File: src/rtl/lsu_pkg.sv
// Shared encodings for the load/store unit: access ops, FSM states, alignment check.
// Pure definitions; no timing or flow control of its own.
package lsu_pkg;

  localparam int LSU_W = 32;

  typedef enum logic [2:0] {
    OP_LW  = 3'd0,
    OP_LH  = 3'd1,
    OP_LHU = 3'd2,
    OP_LB  = 3'd3,
    OP_LBU = 3'd4,
    OP_SW  = 3'd5,
    OP_SH  = 3'd6,
    OP_SB  = 3'd7
  } lsu_op_e;

  typedef enum logic [1:0] {
    ST_IDLE  = 2'd0,
    ST_LOAD  = 2'd1,
    ST_MERGE = 2'd2,
    ST_WRITE = 2'd3
  } lsu_state_e;

  function automatic logic lsu_is_load(input lsu_op_e op);
    return (op == OP_LW) || (op == OP_LH) || (op == OP_LHU) ||
           (op == OP_LB) || (op == OP_LBU);
  endfunction

  function automatic logic lsu_misaligned(input lsu_op_e op, input logic [1:0] off);
    case (op)
      OP_LW, OP_SW:         return off != 2'b00;
      OP_LH, OP_LHU, OP_SH: return off[0];
      default:              return 1'b0;
    endcase
  endfunction

endpackage

File: src/rtl/lsu_lane_align.sv
// Combinational lane logic: load extract/extend and sub-word store merge.
// Zero latency, no flow control.
module lsu_lane_align
  import lsu_pkg::*;
(
  input  logic [LSU_W-1:0] i_word,
  input  logic [15:0]      i_wdata,
  input  logic [1:0]       i_byte_off,
  input  lsu_op_e          i_op,
  output logic [LSU_W-1:0] o_load_data,
  output logic [LSU_W-1:0] o_store_word
);

  logic [7:0]  w_byte;
  logic [15:0] w_half;

  always_comb begin
    w_byte = 8'h00;
    case (i_byte_off)
      2'd0: w_byte = i_word[7:0];
      2'd1: w_byte = i_word[15:8];
      2'd2: w_byte = i_word[23:16];
      2'd3: w_byte = i_word[31:24];
      default: w_byte = 8'h00;
    endcase
    w_half = i_byte_off[1] ? i_word[31:16] : i_word[15:0];
  end

  always_comb begin
    o_load_data = i_word;
    case (i_op)
      OP_LB:   o_load_data = {{24{w_byte[7]}}, w_byte};
      OP_LBU:  o_load_data = {24'h000000, w_byte};
      OP_LH:   o_load_data = {{16{w_half[15]}}, w_half};
      OP_LHU:  o_load_data = {16'h0000, w_half};
      default: o_load_data = i_word;
    endcase
  end

  // Only the addressed lane changes; the rest of the old word is preserved.
  always_comb begin
    o_store_word = i_word;
    case (i_op)
      OP_SB: begin
        case (i_byte_off)
          2'd0: o_store_word[7:0]   = i_wdata[7:0];
          2'd1: o_store_word[15:8]  = i_wdata[7:0];
          2'd2: o_store_word[23:16] = i_wdata[7:0];
          2'd3: o_store_word[31:24] = i_wdata[7:0];
          default: o_store_word = i_word;
        endcase
      end
      OP_SH: begin
        if (i_byte_off[1]) o_store_word[31:16] = i_wdata;
        else               o_store_word[15:0]  = i_wdata;
      end
      default: o_store_word = i_word;
    endcase
  end

endmodule

File: src/rtl/load_store_unit.sv
// Byte-addressed load/store front end for a word-only memory; loads 2 cycles, SW 2, SH/SB 3 (RMW), faults 1.
// req_ready is low while an access is in flight; responses are single-cycle pulses with no backpressure.
module load_store_unit
  import lsu_pkg::*;
#(
  parameter int DATA_W = 32,
  parameter int RD_W   = 5
) (
  input  logic              clk,
  input  logic              rst_n,
  input  logic              req_valid,
  output logic              req_ready,
  input  logic [2:0]        req_op,
  input  logic [DATA_W-1:0] req_addr,
  input  logic [DATA_W-1:0] req_wdata,
  input  logic [RD_W-1:0]   req_rd,
  output logic              resp_valid,
  output logic [DATA_W-1:0] resp_rdata,
  output logic [RD_W-1:0]   resp_rd,
  output logic              resp_misaligned,
  output logic [DATA_W-1:0] mem_address,
  output logic [DATA_W-1:0] mem_write_data,
  output logic              mem_control_write,
  input  logic [DATA_W-1:0] mem_read_data
);

  lsu_state_e        r_state, w_state_nxt;
  lsu_op_e           r_op;
  logic [DATA_W-1:0] r_addr;
  logic [15:0]       r_wdata;
  logic [DATA_W-1:0] r_merged;
  logic [RD_W-1:0]   r_rd;
  logic              r_resp_valid, r_resp_misaligned;
  logic [DATA_W-1:0] r_resp_rdata;
  logic [RD_W-1:0]   r_resp_rd;

  lsu_op_e           w_req_op;
  logic              w_xfer, w_misaligned;
  logic [DATA_W-1:0] w_load_data, w_store_word;

  assign w_req_op     = lsu_op_e'(req_op);
  assign w_xfer       = req_valid && req_ready;
  assign w_misaligned = lsu_misaligned(w_req_op, req_addr[1:0]);

  lsu_lane_align u_lane_align (
    .i_word       (mem_read_data),
    .i_wdata      (r_wdata),
    .i_byte_off   (r_addr[1:0]),
    .i_op         (r_op),
    .o_load_data  (w_load_data),
    .o_store_word (w_store_word)
  );

  // Memory-side outputs depend only on state and latched request fields.
  always_comb begin
    w_state_nxt       = r_state;
    req_ready         = 1'b0;
    mem_address       = '0;
    mem_write_data    = '0;
    mem_control_write = 1'b0;
    case (r_state)
      ST_IDLE: begin
        req_ready = 1'b1;
        if (w_xfer && !w_misaligned) begin
          if (lsu_is_load(w_req_op))  w_state_nxt = ST_LOAD;
          else if (w_req_op == OP_SW) w_state_nxt = ST_WRITE;
          else                        w_state_nxt = ST_MERGE;
        end
      end
      ST_LOAD: begin
        mem_address = {2'b00, r_addr[DATA_W-1:2]};
        w_state_nxt = ST_IDLE;
      end
      ST_MERGE: begin
        mem_address = {2'b00, r_addr[DATA_W-1:2]};
        w_state_nxt = ST_WRITE;
      end
      ST_WRITE: begin
        mem_address       = {2'b00, r_addr[DATA_W-1:2]};
        mem_write_data    = r_merged;
        mem_control_write = 1'b1;
        w_state_nxt       = ST_IDLE;
      end
      default: w_state_nxt = ST_IDLE;
    endcase
  end

  always_ff @(posedge clk or negedge rst_n) begin
    if (!rst_n) begin
      r_state           <= ST_IDLE;
      r_op              <= OP_LW;
      r_addr            <= '0;
      r_wdata           <= '0;
      r_merged          <= '0;
      r_rd              <= '0;
      r_resp_valid      <= 1'b0;
      r_resp_misaligned <= 1'b0;
      r_resp_rdata      <= '0;
      r_resp_rd         <= '0;
    end else begin
      r_state           <= w_state_nxt;
      r_resp_valid      <= 1'b0;
      r_resp_misaligned <= 1'b0;
      r_resp_rdata      <= '0;
      r_resp_rd         <= '0;
      case (r_state)
        ST_IDLE: begin
          if (w_xfer) begin
            r_op     <= w_req_op;
            r_addr   <= req_addr;
            r_wdata  <= req_wdata[15:0];
            r_merged <= req_wdata;
            r_rd     <= req_rd;
            if (w_misaligned) begin
              r_resp_valid      <= 1'b1;
              r_resp_misaligned <= 1'b1;
            end
          end
        end
        ST_LOAD: begin
          r_resp_valid <= 1'b1;
          r_resp_rdata <= w_load_data;
          r_resp_rd    <= r_rd;
        end
        ST_MERGE: r_merged     <= w_store_word;
        ST_WRITE: r_resp_valid <= 1'b1;
        default: ;
      endcase
    end
  end

  assign resp_valid      = r_resp_valid;
  assign resp_rdata      = r_resp_rdata;
  assign resp_rd         = r_resp_rd;
  assign resp_misaligned = r_resp_misaligned;

endmodule

File: config.mk
export PLATFORM = sky130hd
export DESIGN_NAME = load_store_unit
export DESIGN_NICKNAME = d
export VERILOG_FILES = /design/src/rtl/lsu_pkg.sv /design/src/rtl/lsu_lane_align.sv /design/src/rtl/load_store_unit.sv
export SDC_FILE = /design/constraint.sdc
export NUM_CORES = 1
export LEC_CHECK = 0
export ABC_CLOCK_PERIOD_IN_PS = 5400
export CORE_UTILIZATION = 45
export CTS_BUF_LIST = sky130_fd_sc_hd__clkbuf_8
export DETAILED_ROUTE_END_ITERATION = 8
export GPL_ROUTABILITY_DRIVEN = 0
export PLACE_DENSITY = 0.78
export SLEW_MARGIN = 20
export SYNTH_ARGS = -nofsm -noshare
export SYNTH_HDL_FRONTEND = slang
export SYNTH_SLANG_ARGS = --single-unit
File: constraint.sdc
create_clock -name clk -period 5.4 [get_ports clk]
set_input_delay 0.54 -clock clk [delete_from_list [all_inputs] [get_ports clk]]
set_output_delay 0.54 -clock clk [all_outputs]
set_load 0.01 [all_outputs]
### Word-level counts from Yosys, hierarchy flattened

Cells that the tools add are included.

| word-level totals | value |
|---|---|
| RAM bits | 0 |
| register bits | 129 |
| memories | 0 |
| bits of input ports | 107 |
| bits in read-only memories | 0 |
| output and inout port bits | 105 |
| bits in latches | 0 |

| operators by class | value |
|---|---|
| muxes and demuxes | 27 |
| $lt $le $gt $ge | 0 |
| equality and inequality tests | 20 |
| shift operators | 0 |
| reductions and logical operators | 18 |
| div/mod/pow operators | 0 |
| $add $sub $neg | 0 |
| multiply operators | 0 |
| bitwise operators | 0 |

Operators with widths:

| cell | number |
|---|---|
| $pmux 32 s2 | 2 |
| $pmux 32 s4 | 1 |
| $mux 32 | 3 |
| $mux 16 | 3 |
| $mux 8 | 4 |
| $pmux 8 s4 | 1 |
| $mux 30 | 1 |
| $eq 3x3->1 const B | 6 |
| $eq 3x2->1 const B | 4 |
| $eq 2x2->1 const B | 4 |
| $eq 3x1->1 const B | 2 |
| $mux 1 | 6 |
| $pmux 2 s3 | 1 |
| $reduce_or 3->1 | 2 |
| $mux 5 | 1 |
| $eq 2x1->1 const B | 2 |
| $logic_not 2->1 | 2 |
| $logic_or 1x1->1 | 4 |
| $mux 2 | 2 |
| $ne 2x2->1 const B | 2 |
| $pmux 1 s2 | 2 |
| $reduce_and 2->1 | 2 |
| $reduce_bool 2->1 | 2 |
| $reduce_or 2->1 | 2 |
| 3 further kinds | 4 |

### Depth between registers and ports, before layout

| depth | value |
|---|---|
| word-level depth | 8 |
| depth in mapped cells | 8 |
| gate-level depth less buffers | 4 |

### Modules after synthesis

A second synthesis with hierarchy kept.

| second synthesis, totals | value |
|---|---|
| cells, all modules | 620 |
| area total of the unflattened synthesis | 7076.8 µm² |

Modules (own cells, without submodules):

| module | area each (µm²) | cells an instance | times used | sequential area each (µm²) |
|---|---|---|---|---|
| load_store_unit | 5556.6 | 434 | 1 | 3228.1 |
| lsu_lane_align | 1520.2 | 186 | 1 | 0.0 |

### Worst setup path after synthesis

OpenSTA, ideal clock, no wires.

| path | value |
|---|---|
| path kind | input to register |
| start point | input port req_valid |
| end point | register r_wdata[10] |
| path slack | 3.593 ns |
| cell stages on the path | 6 |
| arrival | 1.683 ns |
| cells stage by stage | clkbuf_1 and2_1 buf_2 buf_4 buf_4 mux2_2 |

| between the ends | value |
|---|---|
| longest elaborated chain between the ends | 2 |

RTL lines:

| item | RTL line | RTL |
|---|---|---|
| from (decl) | load_store_unit.sv:11 | `input logic req_valid,` |
| $logic_and 1x1->1 | load_store_unit.sv:42 | `assign w_xfer = req_valid && req_ready;` |
| $reduce_and 2->1 (no source line) | n/a |  |
| to (signal assigned) | load_store_unit.sv:111 | `r_wdata <= req_wdata[15:0];` |
| to (decl) | load_store_unit.sv:30 | `logic [15:0] r_wdata;` |

No other way between the ends.
A chain may end at the register's enable or synchronous reset.

### Worst setup path after layout

| path | value |
|---|---|
| start point | register r_state[0] |
| end point | register r_wdata[10] |

| between the ends | value |
|---|---|
| longest elaborated chain between the ends | 4 |

RTL lines:

| item | RTL line | RTL |
|---|---|---|
| from (decl) | load_store_unit.sv:27 | `lsu_state_e r_state, w_state_nxt;` |
| from (signal assigned) | load_store_unit.sv:101 | `r_state <= w_state_nxt;` |
| $logic_not 2->1 * | load_store_unit.sv:61, load_store_unit.sv:106 |  |
| $mux 1 | load_store_unit.sv:61 | `case (r_state)` |
| $logic_and 1x1->1 | load_store_unit.sv:42 |  |
| $reduce_and 2->1 (no source line) * | n/a |  |

Every way passes the cells marked *; elsewhere a longest branch is shown, timed or not.

==> run metrics <==
outcome=finished, violations left; failing checks=DRC; first-pass GRT wire length=33900 um; most frequent cells in the layout=clkdlybuf4s50_1 (208), dfrtp_1 (128), mux2_2 (54); R2R cell count=6; fmax=0.353 GHz; CP Class=register to register; FF+latch area=0.00323 sq mm; die area=0.0156 sq mm; Synth Register Bits=129; H-tree levels=4; Yosys top cell by area=dfrtp_1; DRC=20; total core area=0.0146 sq mm; Inserted Clock Buffers=17; async set-reset flop share out of synthesis=1.00; max-slew headroom at the worst pin=0.263; WP data required=5730 ps; final WL=21400 um; RSZ-0062 raised after global routing=no; Final Max Tran Viols=0; Clock transition at path regs=70 ps; Synthesis Warnings=0; IO Port Bufs=209; total grt overflow=0; Final TNS setup=0 ps; drt pass-1 iters=8; initial antenna violation count=0; post-synthesis cell area=0.00681 sq mm; Resized Gates After CTS=0; Worst setup EP type=register; Yosys top cell area share=0.474; Distinct cells, synth=51; Worst Path Max Fanout=40; Die Y=125 um; std cell rows=44; design internal power=3.51 mW; Final Critical Period=2830 ps; Syn Area/Cell=10.6 sq um; Combinational Power Share=0.493; Worst Skew=8.74 ps; Routed wire per std cell=21.0 um; antenna cells=0; register area share after synthesis=0.474; CTS sink count=129; Slew @ Worst Pin=1110 ps; largest net degree at the start of global routing=81; leakage power=3.94 nW; switching power=2.17 mW; CTS Buffer Depth=2; # hold bufs at CTS=0; CTS tree=done; number of synthesized flops with an enable pin=0; worst reg2reg setup slack=2570 ps; Post-Layout Cell Count=1023; final hold slack=62.3 ps; Routed Antenna Nets=0; Post-DP HPWL=15200 um; Root Driver=clkbuf_8; r2r startpoint=r_state[0]; launching element type of the critical path=register; Peak VDD IR=0.373 mV; Starting Density=0.465; Clock power frac=0.180; Post-CTS Setup Repair Bufs=0; initial DRC count=487; vias in the first global route=6137; pwr/cell area=600 mW/mm^2; via count=6133; Syn Inst Count=643; I/O pin count=212; leading register cell type out of synthesis=dfrtp_1; Placed Cells=990; die width=125 um; Final Hold Fails=0; share of cells above drive strength 1=0.147; gr usage total=0.281; main area contributors after synthesis=dfrtp_1 (47%), mux2_2 (8.9%), nor2b_1 (3.7%), mux2i_1 (3.5%), and3_1 (3.1%); WP data arrival=3160 ps; placed cell area=0.00894 sq mm; # nets final=933; fillers=1148; area of the multi-input gates=0.00329 sq mm; final instance area=0.00945 sq mm; via-per-instance ratio=6.00; period utilization=0.524; Switching Share=0.382; Skew-Pair Late Insertion Delay=450 ps; most common cell after layout, fill and taps aside=clkdlybuf4s50_1; Hold Crit Class=input pin to asynchronous set/reset pin; max_cap viols=0; # setup viols final=0; register share of total power=0.327; Area Growth Syn to Fin=38.8%; reg2reg end=r_wdata[10]
[through the flow]
stage | power [mW] | utilization | worst slack (ps)
after floorplan | 3.48 | - | 3590
after global placement | 4.50 | 0.610 | 2380
after detailed placement | 4.61 | 0.610 | 2250
after CTS | 5.65 | 0.644 | 2600
after global routing | 5.99 | 0.646 | 2350
final | 5.68 | 0.646 | 2570
[critical path, stage by stage (launching register included)]
cell,delay [ps]
dfrtp_1,360
buf_4,240
nor2_2,110
buf_4,310
and2_2,690
buf_4,570
mux2_2,400
[power groups by stage]
stage          Combinational, mW  Clock (mW)  Sequential [mW]
5_1_grt                     3.01        1.07             1.92
4_1_cts                     2.78        1.03             1.84
3_5_place_dp                2.76           0             1.85
2_1_floorplan               1.75           0             1.73
6_report                    2.80        1.02             1.86
3_3_place_gp                2.68           0             1.82
[cell usage after synthesis (2+ instances only)]
master and number:
dfrtp_1 129, mux2_2 54, nand2_1 47, nor2b_1 40, a21oi_1 34, and3_1 34
o22ai_1 31, o21ai_0 28, clkbuf_1 27, mux2i_1 24, o22a_1 23, a31oi_1 17
o21a_1 16, buf_2 14, a221oi_1 12, nand2b_1 12, and2_1 10, inv_1 9
mux4_2 8, nor2_1 8, or2_2 8, a2bb2oi_1 7, buf_1 5, buf_4 5
nand4_1 5, a22oi_1 3, buf_6 3, o2bb2ai_1 3, clkinv_1 2, nor3b_2 2
o21bai_1 2, xnor2_1 2
[worst max path at each step]
stage                     from      endpoint  slack, ps
floorplan            req_valid   r_wdata[10]       3590
global placement     req_valid    r_wdata[3]       2380
detailed placement   req_valid   r_wdata[10]       2250
CTS                 r_state[0]   r_wdata[10]       2600
global route        r_state[0]  r_merged[19]       2350
finish              r_state[0]   r_wdata[10]       2570
[sequential cells by signal, indices dropped and copies added, names as in the netlist]
signal,flops
r_addr,32
resp_rdata,32
r_op,3
r_wdata,16
r_rd,5
resp_rd,5
resp_valid,1
resp_misaligned,1
r_merged,32
r_state,2
[layout make-up]
| cell class | count | share of cell area |
|---|---|---|
| flip-flops and latches | 129 | 0.342 |
| multi-input cells | 448 | 0.348 |
| inverters | 12 | 0.00476 |
| clock inverters | 13 | 0.0246 |
| clock buffers | 19 | 0.0277 |
| repair buffers | 218 | 0.229 |
| well taps | 184 | 0.0244 |
[routing by layer]
layer	global-route usage	wire length [um]	up-vias
met4	0.128	717	0
li1	-	-	2723
met5	0	0	-
met1	0.369	8550	2997
met2	0.450	10300	359
met3	0.0582	1890	54
[cells by family after synthesis]
logic type / synth area share
other: 0.000551
XOR/XNOR: 0.00257
AO/OA/AOI/OAI: 0.188
multiplexers: 0.151
flip-flops: 0.474
AND/OR/NAND/NOR: 0.139
buffers and inverters: 0.0457
Note: power is estimated with default switching activity, not from simulation.
